==> config.mk <==
export PLATFORM = sky130hd
export DESIGN_NAME = sram_read_datapath
export DESIGN_NICKNAME = d
export VERILOG_FILES = /design/src/rtl/sram_read_datapath.sv
export SDC_FILE = /design/constraint.sdc
export NUM_CORES = 1
export LEC_CHECK = 0
export ABC_AREA = 1
export CAP_MARGIN = 20
export CORE_AREA = 2 2 62 123
export CTS_CLUSTER_SIZE = 16
export DETAILED_ROUTE_END_ITERATION = 6
export DIE_AREA = 0 0 64 125
export DONT_BUFFER_PORTS = 1
export PLACE_DENSITY = 0.68
export SETUP_SLACK_MARGIN = 0.5
export SKIP_CTS_REPAIR_TIMING = 1
export SKIP_LAST_GASP = 1
export SLEW_MARGIN = 10
export SYNTH_ARGS = -nofsm -noshare
export SYNTH_HDL_FRONTEND = slang
export SYNTH_SLANG_ARGS = --single-unit
==> constraint.sdc <==
create_clock -name clock -period 2 [get_ports clock]
set_input_delay 0.3 -clock clock [delete_from_list [all_inputs] [get_ports clock]]
set_output_delay 0.3 -clock clock [all_outputs]
set_load 0.02 [all_outputs]
==> src/rtl/sram_read_datapath.sv <==
// Read datapath behind the SRAM sequencer: address counter, capture register and a
// first-word-fall-through output FIFO with back-pressure. Optional macro: ADDR_LIMIT_EN.
module sram_read_datapath #(
    parameter int ADDR_W    = 11,
    parameter int DATA_W    = 8,
    parameter int DEPTH     = 4,
    parameter int ADDR_LAST = 2047
) (
    input  logic                       clock,
    input  logic                       reset,
    input  logic                       increment,
    input  logic                       latch,
    input  logic                       dataValid,
    input  logic                       addr_load,
    input  logic [ADDR_W-1:0]          addr_start,
    input  logic [DATA_W-1:0]          sram_data_in,
    output logic [ADDR_W-1:0]          sram_addr,
    output logic [DATA_W-1:0]          rd_data,
    output logic                       rd_valid,
    input  logic                       rd_ready,
    output logic [$clog2(DEPTH):0]     fifo_count,
    output logic                       stall,
    output logic                       wrap,
    output logic                       overflow
);

    localparam int PTR_W = $clog2(DEPTH);
    localparam int CNT_W = PTR_W + 1;
    localparam logic [CNT_W-1:0] FULL_CNT  = CNT_W'(DEPTH);
    localparam logic [CNT_W-1:0] STALL_CNT = CNT_W'(DEPTH - 1);

`ifdef ADDR_LIMIT_EN
    localparam logic [ADDR_W-1:0] ADDR_TOP = ADDR_W'(ADDR_LAST);
`else
    // Full binary range; OR-ing with all-ones makes ADDR_LAST irrelevant here.
    localparam logic [ADDR_W-1:0] ADDR_TOP = {ADDR_W{1'b1}} | ADDR_W'(ADDR_LAST);
`endif

    logic [ADDR_W-1:0] addr_q, addr_d;
    logic              wrap_q, wrap_d;
    logic              ovf_q, ovf_d;
    logic [DATA_W-1:0] hold_q, hold_d;
    logic              hold_full_q, hold_full_d;
    logic [PTR_W-1:0]  wr_ptr_q, wr_ptr_d;
    logic [PTR_W-1:0]  rd_ptr_q, rd_ptr_d;
    logic [CNT_W-1:0]  cnt_q, cnt_d;
    logic [DATA_W-1:0] mem_q [DEPTH];

    logic              full;
    logic              push_req;
    logic              pop;
    logic              push_ok;
    logic              drop;
    logic              incr_ok;
    logic [ADDR_W-1:0] load_val;

    assign full     = (cnt_q == FULL_CNT);
    assign push_req = dataValid & hold_full_q;
    assign pop      = (cnt_q != '0) & rd_ready;
    assign push_ok  = push_req & (~full | pop);
    assign drop     = push_req & full & ~pop;
    // Hold the address still whenever the word for it is being thrown away.
    assign incr_ok  = increment & ~(stall & drop);

`ifdef ADDR_LIMIT_EN
    assign load_val = (addr_start > ADDR_TOP) ? '0 : addr_start;
`else
    assign load_val = addr_start;
`endif

    always_comb begin
        addr_d = addr_q;
        wrap_d = 1'b0;
        ovf_d  = ovf_q | drop;
        if (addr_load) begin
            addr_d = load_val;
            ovf_d  = 1'b0;
        end else if (incr_ok) begin
            if (addr_q == ADDR_TOP) begin
                addr_d = '0;
                wrap_d = 1'b1;
            end else begin
                addr_d = addr_q + 1'b1;
            end
        end
    end

    always_comb begin
        hold_d      = hold_q;
        hold_full_d = hold_full_q;
        if (latch) begin
            hold_d      = sram_data_in;
            hold_full_d = 1'b1;
        end else if (push_req) begin
            hold_full_d = 1'b0;
        end
    end

    always_comb begin
        wr_ptr_d = wr_ptr_q;
        rd_ptr_d = rd_ptr_q;
        cnt_d    = cnt_q;
        if (push_ok) begin
            wr_ptr_d = wr_ptr_q + 1'b1;
        end
        if (pop) begin
            rd_ptr_d = rd_ptr_q + 1'b1;
        end
        if (push_ok && !pop) begin
            cnt_d = cnt_q + 1'b1;
        end else if (!push_ok && pop) begin
            cnt_d = cnt_q - 1'b1;
        end
    end

    always_ff @(posedge clock or negedge reset) begin
        if (!reset) begin
            addr_q      <= '0;
            wrap_q      <= 1'b0;
            ovf_q       <= 1'b0;
            hold_q      <= '0;
            hold_full_q <= 1'b0;
            wr_ptr_q    <= '0;
            rd_ptr_q    <= '0;
            cnt_q       <= '0;
        end else begin
            addr_q      <= addr_d;
            wrap_q      <= wrap_d;
            ovf_q       <= ovf_d;
            hold_q      <= hold_d;
            hold_full_q <= hold_full_d;
            wr_ptr_q    <= wr_ptr_d;
            rd_ptr_q    <= rd_ptr_d;
            cnt_q       <= cnt_d;
        end
    end

    always_ff @(posedge clock or negedge reset) begin
        if (!reset) begin
            for (int i = 0; i < DEPTH; i++) begin
                mem_q[i] <= '0;
            end
        end else if (push_ok) begin
            mem_q[wr_ptr_q] <= hold_q;
        end
    end

    assign sram_addr  = addr_q;
    assign rd_data    = mem_q[rd_ptr_q];
    assign rd_valid   = (cnt_q != '0);
    assign fifo_count = cnt_q;
    assign stall      = (cnt_q >= STALL_CNT);
    assign wrap       = wrap_q;
    assign overflow   = ovf_q;

endmodule
==> out/qor.yml <==
final_layout:
  area_delta_synth_final_pct: 31.7
  diodes: 0
  fin_util_pct: 57.3
  multi_input_area_mm2: 0.00163
  final_cell_area_mm2: 0.00407
  drive_above_1_share_pct: 23.8
  fillCellCount: 607
  seq_area_mm2: 0.00153
  final_nets: 432
placed_design:
  dpl_cell_area_mm2: 0.00326
  dp_hpwl_um: 4400
  place_congestion: 0.802
  dpl_worst_slack_ns: 0.120
  port_buffers: 0
clock_network:
  cts_root_buf: "clkbuf_16"
  clock-sinks: 61
  cts_buffers: 9
  clk_path_buf_depth: 2
  clk_latency_ns: 0.33
  cts_tree: "done"
  htree_num_levels: 3
  clk_pin_slew_worst_paths_ns: 0.05
pwr:
  p_per_area_mw_per_mm2: 1630
  vdd_drop_max_mv: 0.922
  cellLeakagePower_nw: 1.81
global_route:
  antenna_found_initial: 0
  gr-total-overflow: 0
  grt_pass1_vias: 2255
  grt_max_degree: 62
  grtUsageTotal_pct: 17.4
  grt_pass1_wl_um: 10800
sta:
  finalSetupViolCount: 0
  worst_pin_slew_ns: 0.459
  setup-tns-final_ns: 0
  hold_violations: 61
  worst_slack_ns: 0.194
  finalCriticalPeriod_ns: 1.81
  rsz0062_at_grt: "true"
  finalMaxSlewViolations: 0
  holdWs_ns: -0.334
  slew_headroom_pct: 69.3
  final.period_utilization_pct: 90.3
  finClkSkew_ns: 0.00507
  fmax_mhz: 554
synth:
  synth_nets: 406
  synth_seq_area_share_pct: 49.4
  synth.distinct_cells: 28
  yosysWarningCount: 0
  postSynthCellCount: 373
  syn_area_mm2: 0.00309
  ys_ff_latch: 61
  syn_area_per_cell_um2: 8.28
worst_setup_path:
  cp_num_buf_inv: 3
  max_stage_delay_ns: 0.40
  worstSetupEndpointType: "primary output"
  cp_max_fo: 8
  setup.worst_path.start: "rd_ptr_q[0]$_DFFE_PN0P_"
  r2r_setup_slack_ns: 0.20
  critPathKind: "reg2out"
  startpoint_type: "flop"
  crit_chain: "clkinvlp_4 -> clkbuf_16 -> buf_4 -> nor2_2 -> o22ai_4"
  cp_slowest_cell: "dfrtp_2"
  r2r-start: "fifo_count[0]$_DFFE_PN0P_"
  cp.required_ns: 1.70
  cp.depth: 5
  r2r_cells: 8
  cp_top_family: "buffers and inverters"
  crit_arrival_ns: 1.51
worst_hold_path:
  hp-class: "in2async"
detailed_routing:
  vias: 2495
  wire_per_inst_um: 14.5
  drt-pass1-iter-count: 4
  vias_per_cell: 5.03
  drt_iter0_drc: 149
  ant_nets: 0
  drc_errors: 0
  drt_wl_total_um: 7200
flow_run:
  max_cap_violations: 0
floorplan:
  chipHeight_um: 125
  rows: 44
  die_area_mm2: 0.00800
  core-area_mm2: 0.00710
  start_util_pct: 43.5
  ios: 52
  dieWidth_um: 64
outcome:
  violations: "negative hold slack"
  run_status: "finished with violations"
==> logic make-up (layout without fill, tap and decap cells) <==
| kind of cell | count (synthesis) | in the layout | share of synthesized area, % |
|---|---|---|---|
| simple gates | 174 | 174 | 23.8 |
| compound gates | 72 | 72 | 14.3 |
| flops | 61 | 61 | 49.4 |
| buf+inv | 53 | 84 | 7.61 |
| fa+ha+maj | 7 | 7 | 3.08 |
| xor+xnor | 5 | 5 | 1.42 |
| mux | 1 | 1 | 0.364 |
==> synthesized netlist by cell type <==
| cell type | count | share of area, % |
|---|---|---|
| nand2_1 | 111 | 13 |
| dfrtp_1 | 61 | 49 |
| inv_1 | 40 | 4.9 |
| o21ai_0 | 32 | 5.2 |
| nor2_1 | 30 | 3.6 |
| o21a_1 | 28 | 6.8 |
| nand3_1 | 20 | 3.2 |
| o22ai_1 | 8 | 1.6 |
| ha_1 | 6 | 2.4 |
| buf_6 | 4 | 1.5 |
| clkbuf_1 | 4 | 0.49 |
| nor2_4 | 4 | 1.5 |
| xor2_1 | 4 | 1.1 |
| a21oi_1 | 3 | 0.49 |
| nor2_2 | 3 | 0.61 |
| buf_2 | 2 | 0.32 |
| nor3_1 | 2 | 0.32 |
| buf_1 | 1 | 0.12 |
| buf_4 | 1 | 0.24 |
| fa_1 | 1 | 0.65 |
| inv_2 | 1 | 0.12 |
| mux2_2 | 1 | 0.36 |
| nand2_2 | 1 | 0.20 |
| nand2_4 | 1 | 0.36 |
| nand3b_1 | 1 | 0.24 |
| o21bai_1 | 1 | 0.24 |
| or2_2 | 1 | 0.20 |
| xnor2_1 | 1 | 0.28 |
==> placed cells by master, fill, tap and decap left out <==
master	n
a21oi_1	2
a21oi_2	1
buf_12	4
buf_4	19
buf_8	1
bufinv_16	2
clkbuf_1	3
clkbuf_16	12
clkinv_2	2
clkinvlp_4	2
dfrtp_1	56
dfrtp_2	5
fa_2	1
ha_1	5
ha_4	1
inv_1	36
inv_4	3
mux2_4	1
nand2_1	108
nand2_4	4
nand2_8	1
nand3_1	20
nand3b_1	1
nor2_1	16
nor2_2	11
nor2_4	10
nor3_1	2
o21a_1	28
o21ai_0	18
o21ai_1	7
o21ai_4	7
o21bai_1	1
o22ai_2	1
o22ai_4	7
or2_2	1
xnor2_1	1
xor2_1	4
==> registers in the layout (all words and copies together) (netlist names) <==
signal,flops
rd_ptr_q,2
overflow,1
hold_q,8
fifo_count,3
wr_ptr_q,2
hold_full_q,1
mem_q,32
sram_addr,11
wrap,1
==> layout make-up <==
type	instances	area share (%)
Inverter	41	4.09
Clock buffer	12	5.81
Timing Repair Buffer	27	7.69
Sequential cell	61	37.7
Clock inverter	4	1.78
Tap cell	92	2.83
Multi-Input combinational cell	259	40.1
==> worst reg2reg max path, stage by stage (launching register included) <==
cell and delay [ns]:
dfrtp_2 0.42, nor2_4 0.19, nand2_4 0.09, nand2_8 0.07, inv_4 0.04, ha_4 0.15, inv_4 0.05, fa_2 0.41
mux2_4 0.27
==> final timing paths <==
kind | to
worst max-delay path | rd_data[4]
min in group clock | overflow$_DFF_PN0_
worst min register to register | mem_q[16]$_DFFE_PN0P_
worst max register to register | fifo_count[1]$_DFFE_PN0P_
worst min-delay path | mem_q[9]$_DFFE_PN0P_
max in group asynchronous | fifo_count[1]$_DFFE_PN0P_
==> layer usage <==
| metal | wire, µm | GRT usage (%) | part of all wire (%) |
|---|---|---|---|
| met5 | 0 | 0 | 0 |
| met3 | 253 | 5.31 | 3.5 |
| met1 | 3290 | 23.2 | 46 |
| met4 | 120 | 7.67 | 1.7 |
| met2 | 3540 | 26.0 | 49 |
==> per-stage QoR <==
step / instances / hold WS (ns) / total power, mW
2_1_floorplan: 373 / 0.00441 / 3.57
3_3_place_gp: 459 / 0.00607 / 3.93
3_5_place_dp: 459 / 0.00620 / 3.97
4_1_cts: 475 / -0.346 / 5.60
5_1_grt: 496 / -0.352 / 7.00
6_report: 496 / -0.334 / 6.62
==> power by group <==
part	switching, mW	internal [mW]	leakage [nW]
logic	1.56	1.32	0.954
registers	0.430	1.70	0.713
clock network	0.527	1.09	0.147
Power figures use the tool's default switching activity.
